`src/rtl/banco_pkg.sv`:
```
// Shared types and index helpers for the multi-port register bank.
package banco_pkg;

  typedef enum logic {
    IDLE  = 1'b0,
    CLEAR = 1'b1
  } state_t;

  localparam int unsigned N_DEF = 5;
  localparam int unsigned W_DEF = 8;
  localparam int unsigned R_DEF = 2;

  // Register count for an address width of n bits.
  function automatic int unsigned nreg(input int unsigned n);
    return 32'(1) << n;
  endfunction

  // Low bit of slice idx in a packed vector of w-bit slices.
  function automatic int unsigned slice_lo(input int unsigned idx, input int unsigned w);
    return idx * w;
  endfunction

endpackage

```
`src/rtl/banco_lectura.sv`:
```
// One combinational read port: register-0 forcing and optional write bypass.
module banco_lectura
  import banco_pkg::*;
#(
  parameter int unsigned N      = N_DEF,
  parameter int unsigned W      = W_DEF,
  parameter int unsigned BYPASS = 1
) (
  input  logic [W-1:0] mem [nreg(N)],
  input  logic [N-1:0] addr,
  input  logic [N-1:0] addr_wr,
  input  logic [W-1:0] data_wr,
  input  logic         wr_live,
  output logic [W-1:0] data_c
);

  // Register 0 always reads zero; an in-flight IDLE write to this address forwards when enabled.
  always_comb begin
    data_c = mem[addr];
    if (addr == '0) begin
      data_c = '0;
    end else if ((BYPASS != 0) && wr_live && (addr_wr != '0) && (addr == addr_wr)) begin
      data_c = data_wr;
    end
  end

endmodule

```
`src/rtl/banco_registro_mp.sv`:
```
// Multi-port register file with hardwired zero register and a sequenced bulk-clear engine.
module banco_registro_mp
  import banco_pkg::*;
#(
  parameter int unsigned N      = N_DEF,
  parameter int unsigned W      = W_DEF,
  parameter int unsigned R      = R_DEF,
  parameter int unsigned BYPASS = 1
) (
  input  logic           clk,
  input  logic           rst,
  input  logic           we,
  input  logic [N-1:0]   addr_rd,
  input  logic [W-1:0]   data_in,
  input  logic [R*N-1:0] addr_rs,
  output logic [R*W-1:0] rs,
  input  logic           clr_req,
  output logic           busy,
  output logic           wr_err
);

  localparam int unsigned NREG = nreg(N);
  localparam logic [N-1:0] LAST = N'(NREG - 1);

  state_t       state;
  logic [N-1:0] cnt;
  logic [W-1:0] mem [NREG];
  logic         wr_live;

  // A write only lands (and may be forwarded) while the clear engine is idle.
  assign wr_live = we && (state == IDLE);

  // Register array, clear sequencer, busy and dropped-write flag.
  always_ff @(posedge clk or negedge rst) begin
    if (!rst) begin
      state  <= IDLE;
      cnt    <= '0;
      busy   <= 1'b0;
      wr_err <= 1'b0;
      for (int unsigned i = 0; i < NREG; i++) begin
        mem[i] <= '0;
      end
    end else begin
      case (state)
        IDLE: begin
          wr_err <= 1'b0;
          if (we && (addr_rd != '0)) begin
            mem[addr_rd] <= data_in;
          end
          if (clr_req) begin
            state <= CLEAR;
            cnt   <= N'(1);
            busy  <= 1'b1;
          end
        end
        CLEAR: begin
          wr_err   <= we;
          mem[cnt] <= '0;
          if (cnt == LAST) begin
            state <= IDLE;
            cnt   <= '0;
            busy  <= 1'b0;
          end else begin
            cnt <= cnt + N'(1);
          end
        end
        default: begin
          state <= IDLE;
          cnt   <= '0;
          busy  <= 1'b0;
        end
      endcase
    end
  end

  // One read port per slice of addr_rs/rs.
  for (genvar k = 0; k < R; k++) begin : g_rd
    localparam int unsigned A_LO = slice_lo(k, N);
    localparam int unsigned D_LO = slice_lo(k, W);
    banco_lectura #(
      .N      (N),
      .W      (W),
      .BYPASS (BYPASS)
    ) u_rd (
      .mem     (mem),
      .addr    (addr_rs[A_LO +: N]),
      .addr_wr (addr_rd),
      .data_wr (data_in),
      .wr_live (wr_live),
      .data_c  (rs[D_LO +: W])
    );
  end

endmodule

```
`config.mk`:
```
export PLATFORM = sky130hd
export DESIGN_NAME = banco_registro_mp
export DESIGN_NICKNAME = d
export VERILOG_FILES = /design/src/rtl/banco_pkg.sv /design/src/rtl/banco_lectura.sv /design/src/rtl/banco_registro_mp.sv
export SDC_FILE = /design/constraint.sdc
export NUM_CORES = 1
export LEC_CHECK = 0
export CORE_ASPECT_RATIO = 1.5
export CORE_UTILIZATION = 60
export DETAILED_ROUTE_END_ITERATION = 8
export HOLD_SLACK_MARGIN = 0.06
export PLACE_DENSITY_LB_ADDON = 0.1
export SYNTH_ARGS = -nofsm -noshare
export SYNTH_HDL_FRONTEND = slang
export SYNTH_HIERARCHICAL = 1
export SYNTH_SLANG_ARGS = --single-unit
export TNS_END_PERCENT = 1
```
`constraint.sdc`:
```
create_clock -name clk -period 3.19 [get_ports clk]
set_clock_uncertainty 0.15 [all_clocks]
set_input_delay 0.4785 -clock clk [delete_from_list [all_inputs] [get_ports clk]]
set_output_delay 0.4785 -clock clk [all_outputs]
set_load 0.005 [all_outputs]
```
==> metrics.md, run 1 <==
| Metric | Value |
|---|---|
| Pins Over Slew Limit | `0` |
| Clock-pin slew on the worst setup and hold paths | `0.06 ns` |
| Startpoint Class | `input pin` |
| Worst Path Arrival | `2.75 ns` |
| Number of remaining DRC errors | `0` |
| Gr ovfl total | `0` |
| Vias | `17600` |
| Flops & latches, synth | `roughly 260` |
| Placer Congestion | `1.01` |
| HPWL reported at the end of detailed placement | `about 48000 um` |
| Post-synth top area share | `a little over a third` |
| Setup-failing EPs final | `9` |
| CP required | `2.56 ns` |
| Leading area contributor after synthesis | `dfrtp_1` |
| Initial core utilization | `60.9%` |
| Max-cap violations | `0` |
| Post-Synthesis Net Count | `1918` |
| Clk sinks | `264` |
| Clk buf depth | `3` |
| Sequence of cells on the critical path | `buf_12 -> buf_16 -> mux2_2 -> o22ai_1 -> a2111oi_4 -> a21oi_2 -> a31oi_2 -> buf_4 -> clkdlybuf4s50_1` |
| Mapped cell area | `0.0184 mm^2` |
| Drt initial violations | `~2000` |
| Sequential area share after synthesis | `36.0%` |
| Top delay family on crit path | `buffers and inverters` |
| DRT Wirelength | `70000 um` |
| Max-slew headroom | `a little over two fifths` |
| Fmax | `296 MHz` |
| H-tree lvl count | `1` |
| Least-Margin Pin Slew | `~0.87 ns` |
| Crit path capture | `rs[1]` |
| Cts bufs inserted | `28` |
| Status | `finished with violations` |
| Vias in the first global route | `17000` |
| Mean post-synth cell area | `9.73 um^2` |
| R2r setup slk | `about 0.55 ns` |
| Cell area power density | `774 mW/mm^2` |
| Violated checks | `setup timing` |
| Wire per inst | `roughly 30 um` |
| Hold/Removal Path Class | `input pin to asynchronous set/reset pin` |
| CP max-delay cell | `clkdlybuf4s50_1` |
| Final Non-Filler Cells | `2375` |
| Pre-CTS WS | `-0.955 ns` |
| Rows | `78` |
| R2R Path End | `mem[51]` |
| Worst-Skew Late Latency | `0.59 ns` |
| Antenna cells | `0` |
| Fin crit period | `3.38 ns` |
| Num ports | `45` |
| First-pass GRT wire length | `about 100000 um` |
| Unrepaired setup endpoints after global routing | `true` |
| Critical path origin | `addr_rs[0]` |
| Top cells by count, synth | `264 x a21oi_1, 264 x dfrtp_1, 241 x nand2b_1` |
| Final worst slack | `-0.185 ns` |
| Die extent in y | `216 um` |
| PortBufs | `44` |
| Final ANT Viol Nets | `0` |
| Synth Instances | `1886` |
| Worst path max stage delay | `between 0.4 and 0.5 ns` |
| Core Box Area | `0.0302 mm^2` |
| # nets final | `1985` |
| DIE AREA | `0.0313 mm^2` |
| DP Cell Count | `2314` |
| Cell count along the critical path | `9` |
| Syn-to-layout area delta | `18.9%` |
| Utilization after layout | `between 70% and 80%` |
| CP Capture Type | `output pin` |
| Number of flops mapped to enable cells by yosys | `0` |
| Layout cells sized above 1 | `21.5%` |
| Setup CP Type | `input pin to output pin` |
| Die X | `145 um` |
| Hold Violations, Final | `0` |
| Leak | `roughly 0.0094 uW` |
| Ranking of synthesized cells by area | `dfrtp_1 36%, a221o_1 13%, nand2b_1 8.2%, a21oi_1 7.2%, mux2i_1 7.0%` |
| Worst VDD drop | `661 uV` |
| GRT Total Usage | `between 40% and 50%` |
| Worst reg-to-reg path cell count | `5` |
| Largest net degree at the start of global routing | `150` |
| Worst-path fanout max | `30` |
| TritonRoute pass-1 iters | `7` |
| Root Driver | `clkbuf_16` |
| Initial antenna violation count | `0` |
| Final period utilization | `106%` |
| Commonest register cell after synthesis | `dfrtp_1` |
| Yosys cell types | `56` |
| CTS tree | `yes` |
| Worst reg2reg startpoint | `state` |
| Fraction of registers with async set/reset | `100%` |
| Synth Warn # | `6` |
| Vias/cell | `7.42` |
| Crit path buf inv count | `4` |
repair_timing:
action / 4_1_cts / 5_1_grt
gates resized for setup: 106 / 52
pin swaps: 25 / 9
setup endpoints to repair: 16 / 13
hold endpoints to repair: 63 / 0
buffers inserted: 0 / 5
cloned: 2 / 1
hold buffers: 1 / 0
layout make-up:
cell class	instances	area, um^2
clock buffer	42	855
clock inverter	10	134
fill	2281	8340
inverter	8	30.0
multi-input combinational	1395	11100
sequential	264	6620
tap	400	500
timing repair buffer	256	2550
power breakdown:
part           internal [uW]  total (uW)  switching [uW]
registers               4520        6090            1570
clock network           2090        3560            1480
logic                   3320        7250            3930
through the flow:
stage	cell area [um^2]	total power, uW	setup TNS (ns)	hold WS, ns
finish	21800	16900	-1.24	0.308
global route	21800	17400	-1.74	0.380
CTS	21500	16500	-2.32	0.336
detailed placement	20200	12800	-9.33	0.333
global placement	20200	12600	-9.24	0.330
floorplan	18400	9910	0	0.0329
flip-flops by register name, indices dropped and copies added, names as in the netlist:
name / count
busy: 1
mem: 256
wr_err: 1
state: 1
cnt: 5
cell families after synthesis:
family                     Yosys count  share of synthesized area, %
AOI/OAI and AO/OA                  769                          31.3
xor gates and xnor gates            10                         0.477
adders and majority gates            5                         0.341
buffers and inverters              227                          6.85
DFF                                264                          36.0
muxes                              192                          10.9
and+or+nand+nor                    419                          14.1
worst min-delay path by stage:
stage                          end  slack, ns  cells past startpoint
after floorplan               busy       0.03                      0
final                     mem[208]       0.31                      2
after CTS                 mem[208]       0.34                      2
after global routing      mem[245]       0.38                      2
after detailed placement  mem[208]       0.33                      1
after global placement    mem[210]       0.33                      1
placed cells by master, fill, tap and decap left out, types with 8 or more instances in the layout:
cell               n
a2111oi_2         16
a211oi_1          60
a21oi_1          260
a221o_1          240
a221oi_1          23
a221oi_2           8
a22o_1             8
a31oi_1           24
a31oi_2           13
a41oi_1           10
and2_0            10
and2_1            21
and2b_1            8
buf_12            34
buf_4            171
clkbuf_16         30
clkbuf_8           8
clkdlybuf4s50_1   22
dfrtp_1          257
dlygate4sd2_1     11
mux2_1             8
mux2_2            55
mux2i_1          128
nand2_1           28
nand2b_1         235
nor2b_1           67
nor2b_4            9
o21ai_0           15
o22ai_1           26
o311a_1            8
o31a_1            13
per-layer routing:
| layer | routed length (um) | GRT usage [%] | vias to the layer above |
|---|---|---|---|
| li1 | - | - | 7495 |
| met1 | 24800 | 53.8 | 8696 |
| met2 | 32700 | 69.9 | 1093 |
| met3 | 6390 | 7.80 | 327 |
| met4 | 6030 | 35.5 | 0 |
| met5 | 0 | 0 | - |
(Power assumes the default switching activity.)
==> run 2: changes to the inputs <==
--- a/config.mk
+++ b/config.mk
@@ -6,7 +6,7 @@
 export NUM_CORES = 1
 export LEC_CHECK = 0
 export CORE_ASPECT_RATIO = 1.5
-export CORE_UTILIZATION = 60
+export CORE_UTILIZATION = 35
 export DETAILED_ROUTE_END_ITERATION = 8
 export HOLD_SLACK_MARGIN = 0.06
 export PLACE_DENSITY_LB_ADDON = 0.1
==> metrics.md, run 2 (same netlist as run 1, synthesis figures left out) <==
| Metric | Value |
|---|---|
| Final period utilization | `107% (was 106%)` |
| Wire per inst | `29.1 um (was 29.5 um)` |
| Setup CP Type | `input pin to output pin (unchanged)` |
| Drt initial violations | `1420 (was 2002)` |
| Die extent in y | `282 um (was 216 um)` |
| Core Box Area | `0.0517 mm^2 (was 0.0302 mm^2)` |
| Max-cap violations | `0 (unchanged)` |
| DRT Wirelength | `78900 um (was 70000 um)` |
| Number of flip-flops in the largest register | `256 (unchanged)` |
| Startpoint Class | `input pin (unchanged)` |
| Pins Over Slew Limit | `0 (unchanged)` |
| Worst VDD drop | `507 uV (was 661 uV)` |
| Gr ovfl total | `0 (unchanged)` |
| Rows | `102 (was 78)` |
| Antenna cells | `0 (unchanged)` |
| CP Capture Type | `output pin (unchanged)` |
| Violated checks | `setup timing (unchanged)` |
| Top delay family on crit path | `buffers and inverters (unchanged)` |
| Placer Congestion | `0.967 (was 1.01)` |
| Vias/cell | `6.34 (was 7.42)` |
| Root Driver | `clkbuf_16 (unchanged)` |
| Fmax | `292 MHz (was 296 MHz)` |
| Final hold slack | `0.306 ns (was 0.308 ns)` |
| Vias in the first global route | `17200 (was 17000)` |
| Pre-CTS WS | `-1.49 ns (was -0.955 ns)` |
| P_int | `10400 uW (was 9930 uW)` |
| Clock share of power | `21.9% (was 21.1%)` |
| Status | `finished with violations (unchanged)` |
| # nets final | `2047 (was 1985)` |
| H-tree lvl count | `1 (unchanged)` |
| TritonRoute pass-1 iters | `6 (was 7)` |
| Cts bufs inserted | `31 (was 28)` |
| Worst Path Arrival | `2.79 ns (was 2.75 ns)` |
| # fillers | `4989 (was 2281)` |
| Worst-Skew Late Latency | `0.58 ns (was 0.59 ns)` |
| Gate power share | `43.9% (was 42.9%)` |
| Leading cell type in the layout, fill and taps excluded | `dfrtp_1 (was a21oi_1)` |
| Sequence of cells on the critical path | `buf_8 -> buf_12 -> buf_12 -> buf_4 -> mux2i_1 -> a2111oi_2 -> a21oi_2 -> a31oi_4 -> buf_4 -> clkdlybuf4s50_1 (was buf_12 -> buf_16 -> mux2_2 -> o22ai_1 -> a2111oi_4 -> a21oi_2 -> a31oi_2 -> buf_4 -> clkdlybuf4s50_1)` |
| CTS tree | `yes (unchanged)` |
| Sw Pwr | `7370 uW (was 6970 uW)` |
| Switching share of power | `41.5% (was 41.3%)` |
| Hold/Removal Path Class | `input pin to asynchronous set/reset pin (unchanged)` |
| First-pass GRT wire length | `118000 um (was 104000 um)` |
| Syn-to-layout area delta | `25.4% (was 18.9%)` |
| Die X | `189 um (was 145 um)` |
| Initial core utilization | `35.5% (was 60.9%)` |
| Unrepaired setup endpoints after global routing | `true (unchanged)` |
| Cell area power density | `771 mW/mm^2 (was 774 mW/mm^2)` |
| Hold Violations, Final | `0 (unchanged)` |
| Leak | `0.00982 uW (was 0.00941 uW)` |
| Num ports | `45 (unchanged)` |
| Most frequent cells in the layout | `258 x dfrtp_1, 257 x a21oi_1, 240 x a221o_1 (was 260 x a21oi_1, 257 x dfrtp_1, 240 x a221o_1)` |
| Worst-path fanout max | `15 (was 30)` |
| Final ANT Viol Nets | `0 (unchanged)` |
| CP max-delay cell | `clkdlybuf4s50_1 (unchanged)` |
| Top flop regs | `mem x256, cnt x5 (unchanged)` |
| Least-Margin Pin Slew | `0.781 ns (was 0.873 ns)` |
| Max-slew headroom | `48.0% (was 41.7%)` |
| PortBufs | `44 (unchanged)` |
| Final worst slack | `-0.232 ns (was -0.185 ns)` |
| HPWL reported at the end of detailed placement | `56700 um (was 47700 um)` |
| CP required | `2.56 ns (about the same)` |
| Number of remaining DRC errors | `0 (unchanged)` |
| Clock-pin slew on the worst setup and hold paths | `0.06 ns (about the same)` |
| Crit path buf inv count | `6 (was 4)` |
| Layout cells sized above 1 | `25.5% (was 21.5%)` |
| DIE AREA | `0.0534 mm^2 (was 0.0313 mm^2)` |
| Clk buf depth | `3 (unchanged)` |
| Clk sinks | `264 (unchanged)` |
| Worst path max stage delay | `0.44 ns (about the same)` |
| Initial antenna violation count | `0 (unchanged)` |
| Fin crit period | `3.42 ns (was 3.38 ns)` |
| Seq pwr share | `34.2% (was 36.0%)` |
| Largest net degree at the start of global routing | `174 (was 150)` |
| GRT Total Usage | `29.5% (was 44.7%)` |
| Biggest register | `mem (unchanged)` |
| Vias | `17200 (was 17600)` |
| Setup-failing EPs final | `4 (was 9)` |
[run 2: changes by cell type in the layout (fill, tap and decap cells not counted), sizes merged, moves of 2 or more]
cell / before / now
buf: 215 / 279
clkbuf: 44 / 37
clkdlybuf4s50: 22 / 18
bufinv: 3 / 6
clkinv: 5 / 8
clkdlybuf4s15: 1 / 3
[run 2: path summary, 6_finish.rpt]
| kind | slack [ns] | cells past startpoint | from | endpoint |
|---|---|---|---|---|
| max | -0.23 | 10 | addr_rs[5] | rs[9] |
| min | 0.31 | 2 | rst | mem[202] |
| min in group clk | 0.38 | 1 | mem[250] | mem[250] |
| max reg2reg | 0.70 | 5 | state | mem[168] |
| max in group asynchronous | 1.71 | 3 | rst | mem[150] |
| min reg2reg | 0.38 | 1 | mem[250] | mem[250] |
[run 2: area by class of cell]
cell class	instances	area [um^2]	share of cell area [%]
clock inverters	18	255	1.11
multi-input cells	1395	11400	49.4
clock buffers	37	818	3.56
repair buffers	315	3080	13.4
inverters	8	30.0	0.130
well taps	676	846	3.68
flip-flops and latches	264	6620	28.8
[run 2: power by group through the flow]
| stage | logic, uW | clock network (uW) | registers, uW |
|---|---|---|---|
| floorplan | 4500 | 0 | 5410 |
| global placement | 7310 | 0 | 6030 |
| detailed placement | 7380 | 0 | 6050 |
| CTS | 7750 | 3970 | 6030 |
| global route | 8240 | 4090 | 6220 |
| finish | 7790 | 3890 | 6060 |
[run 2: through the flow]
stage / setup TNS [ns] / util (%) / power [uW] / std cells / cell area, um^2
4_1_cts: -0.907 / 44.3 / 17700 / 2710 / 22900
2_1_floorplan: 0 / - / 9910 / 1886 / 18400
3_3_place_gp: -15.76 / 40.6 / 13300 / 2642 / 21000
6_report: -0.802 / 44.5 / 17700 / 2713 / 23000
3_5_place_dp: -14.97 / 40.6 / 13400 / 2643 / 21000
5_1_grt: -0.984 / 44.5 / 18500 / 2713 / 23000
[run 2: layer usage]
metal	part of all wire (%)	GRT usage [%]
met1	39	35.3
met2	50	52.0
met3	4.5	2.87
met4	6.0	15.9
met5	0	0
[run 2: repair_timing]
action                     CTS  global route
pin swaps                   33             1
resized for setup          199            14
cloned                       1             0
hold endpoints to repair    67             0
setup buffers               13             3
hold buffers                 1             0
setup endpoints to repair   16            10
==> run 3: changes to the inputs <==
--- a/config.mk
+++ b/config.mk
@@ -6,8 +6,9 @@
 export NUM_CORES = 1
 export LEC_CHECK = 0
 export CORE_ASPECT_RATIO = 1.5
-export CORE_UTILIZATION = 35
+export CORE_UTILIZATION = 40
 export DETAILED_ROUTE_END_ITERATION = 8
+export GPL_TIMING_DRIVEN = 0
 export HOLD_SLACK_MARGIN = 0.06
 export PLACE_DENSITY_LB_ADDON = 0.1
 export SYNTH_ARGS = -nofsm -noshare
==> metrics.md, run 3 (same netlist as run 1, synthesis figures left out) <==
| Metric | Value |
|---|---|
| P_int | `9890 uW (was 10400 uW)` |
| Largest net degree at the start of global routing | `105 (was 174)` |
| Unrepaired setup endpoints after global routing | `true (unchanged)` |
| Met3 routed WL | `7380 um (was 3550 um)` |
| Wire per inst | `35.9 um (was 29.1 um)` |
| Clk sinks | `264 (unchanged)` |
| CTS tree | `yes (unchanged)` |
| Num ports | `45 (unchanged)` |
| Clock-pin slew on the worst setup and hold paths | `0.06 ns (about the same)` |
| PortBufs | `42 (was 44)` |
| Final ANT Viol Nets | `0 (unchanged)` |
| Worst VDD drop | `482 uV (was 507 uV)` |
| Final worst slack | `-0.225 ns (was -0.232 ns)` |
| Number of flip-flops in the largest register | `256 (unchanged)` |
| Switching share of power | `43.1% (was 41.5%)` |
| Violated checks | `setup timing (unchanged)` |
| Core Box Area | `0.0450 mm^2 (was 0.0517 mm^2)` |
| R2R Path End | `mem[187] (was mem[168])` |
| Worst-Skew Late Latency | `0.61 ns (was 0.58 ns)` |
| First-pass GRT wire length | `133000 um (was 118000 um)` |
| Root Driver | `clkbuf_16 (unchanged)` |
| Cts bufs inserted | `30 (was 31)` |
| Sequential Area | `0.00662 mm^2 (about the same)` |
| Vias | `18100 (was 17200)` |
| Least-Margin Pin Slew | `1.44 ns (was 0.781 ns)` |
| M1 WL | `34200 um (was 30800 um)` |
| HPWL reported at the end of detailed placement | `67300 um (was 56700 um)` |
| DRT Wirelength | `93300 um (was 78900 um)` |
| Syn-to-layout area delta | `18.1% (was 25.4%)` |
| Crit path capture | `rs[11] (was rs[9])` |
| Cell area power density | `801 mW/mm^2 (was 771 mW/mm^2)` |
| Top flop regs | `mem x256, cnt x5 (unchanged)` |
| Worst reg-to-reg path cell count | `5 (unchanged)` |
| Rows | `95 (was 102)` |
| Final period utilization | `107% (about the same)` |
| Critical path origin | `addr_rs[5] (unchanged)` |
| Sw Pwr | `7480 uW (was 7370 uW)` |
| Number of remaining DRC errors | `0 (unchanged)` |
| DIE AREA | `0.0468 mm^2 (was 0.0534 mm^2)` |
| Area of the multi-input gates | `0.0112 mm^2 (was 0.0114 mm^2)` |
| Utilization after layout | `48.1% (was 44.5%)` |
| Max-slew headroom | `3.77% (was 48.0%)` |
| Fin crit period | `3.42 ns (about the same)` |
| Die X | `177 um (was 189 um)` |
| GRT Total Usage | `39.9% (was 29.5%)` |
| Status | `finished with violations (unchanged)` |
| Hold Violations, Final | `0 (unchanged)` |
| Placer Congestion | `1.05 (was 0.967)` |
| Setup CP Type | `input pin to output pin (unchanged)` |
| Pins Over Slew Limit | `0 (unchanged)` |
| Leading cell type in the layout, fill and taps excluded | `dfrtp_1 (unchanged)` |
| Drt initial violations | `1883 (was 1420)` |
| TritonRoute pass-1 iters | `5 (was 6)` |
| Fmax | `293 MHz (was 292 MHz)` |
| Gate power share | `43.0% (was 43.9%)` |
| Clock share of power | `22.3% (was 21.9%)` |
| Initial antenna violation count | `2 (was 0)` |
| # fillers | `4324 (was 4989)` |
| Biggest register | `mem (unchanged)` |
| DP Area | `0.0197 mm^2 (was 0.0210 mm^2)` |
| Setup-failing EPs final | `17 (was 4)` |
| Top sig layer | `met4 (unchanged)` |
| Worst Path Arrival | `2.79 ns (about the same)` |
| Die extent in y | `264 um (was 282 um)` |
| R2r setup slk | `-0.11 ns (was 0.70 ns)` |
| Worst reg2reg startpoint | `state (unchanged)` |
| Met2 wire length | `42900 um (was 39800 um)` |
| Most frequent cells in the layout | `257 x dfrtp_1, 252 x a21oi_1, 240 x a221o_1 (was 258 x dfrtp_1, 257 x a21oi_1, 240 x a221o_1)` |
| Clk buf depth | `3 (unchanged)` |
| # nets final | `2024 (was 2047)` |
| Leak | `0.00920 uW (was 0.00982 uW)` |
| Initial core utilization | `40.7% (was 35.5%)` |
| Gr ovfl total | `0 (unchanged)` |
| Hold/Removal Path Class | `input pin to asynchronous set/reset pin (unchanged)` |
| Layout Cell Area excl Fill | `0.0217 mm^2 (was 0.0230 mm^2)` |
| Vias in the first global route | `18100 (was 17200)` |
| Vias/cell | `6.98 (was 6.34)` |
| Max-cap violations | `0 (unchanged)` |
| H-tree lvl count | `1 (unchanged)` |
| Startpoint Class | `input pin (unchanged)` |
| Worst-path fanout max | `10 (was 15)` |
| Seq pwr share | `34.7% (was 34.2%)` |
| CP Capture Type | `output pin (unchanged)` |
| Layout cells sized above 1 | `18.4% (was 25.5%)` |
| CP required | `2.56 ns (about the same)` |
## run 3: cell count changes in the layout (fill, tap and decap cells not counted), sizes merged, moves of 3 or more
cell and change:
buf -120, clkbuf +102, clkdlybuf4s15 -3, clkdlybuf4s50 -4, clkinv -4, dlygate4sd2 +7
dlymetal6s2s +3
## run 3: layer usage
| metal | track usage (%) | vias up |
|---|---|---|
| li1 | - | 7549 |
| met1 | 46.7 | 9146 |
| met2 | 63.6 | 1061 |
| met3 | 7.27 | 384 |
| met4 | 32.5 | 0 |
| met5 | 0 | - |
## run 3: metrics by stage
stage | total power (uW) | TNS (ns) | setup slack (ns) | instances | hold slack (ns)
after floorplan | 9910 | 0 | 0.934 | 1886 | 0.0329
after global placement | 12700 | -2895.20 | -10.89 | 2510 | 0.355
after detailed placement | 12900 | -26.07 | -1.80 | 2528 | 0.349
after CTS | 17100 | -1.11 | -0.211 | 2596 | 0.315
after global routing | 17900 | -1.19 | -0.247 | 2596 | 0.340
final | 17400 | -1.34 | -0.225 | 2597 | 0.275
## run 3: area by class of cell
cell class / instances / area share, %
Clock inverter: 11 / 0.854
Sequential cell: 264 / 30.5
Antenna cell: 1 / 0.0115
Tap cell: 582 / 3.36
Clock buffer: 43 / 4.06
Timing Repair Buffer: 74 / 3.00
Inverter: 8 / 0.139
Buffer: 219 / 6.34
Multi-Input combinational cell: 1395 / 51.7
## run 3: how the worst min path moves through the flow
stage               startpoint  endpoint  slack (ns)  cells after the start
floorplan                  rst      busy        0.03                      0
global placement      mem[219]  mem[219]        0.35                      1
detailed placement         rst  mem[203]        0.35                      1
CTS                        rst  mem[203]        0.32                      2
global route               rst  mem[203]        0.34                      2
finish                     rst  mem[203]        0.27                      2
## run 3: worst max-delay path, stage by stage
cell and delay (ns):
buf_6 0.18, buf_6 0.24, buf_6 0.22, a211oi_1 0.11, a2111oi_1 0.36, buf_2 0.25
a21oi_1 0.12, a31oi_4 0.26, clkdlybuf4s50_1 0.54
## run 3: power groups by stage
stage | clock network [uW] | registers, uW | logic, uW
2_1_floorplan | 0 | 5410 | 4500
3_3_place_gp | 0 | 5930 | 6770
3_5_place_dp | 0 | 5990 | 6920
4_1_cts | 3910 | 5940 | 7270
5_1_grt | 4020 | 6130 | 7760
6_report | 3880 | 6020 | 7460
## run 3: what timing repair did
item / CTS / global route
hold endpoints to repair: 70 / 0
cloned: 0 / 0
hold buffers: 1 / 0
setup endpoints to repair: 16 / 26
gates resized for setup: 225 / 32
pin swaps: 24 / 4
setup buffers: 13 / 0
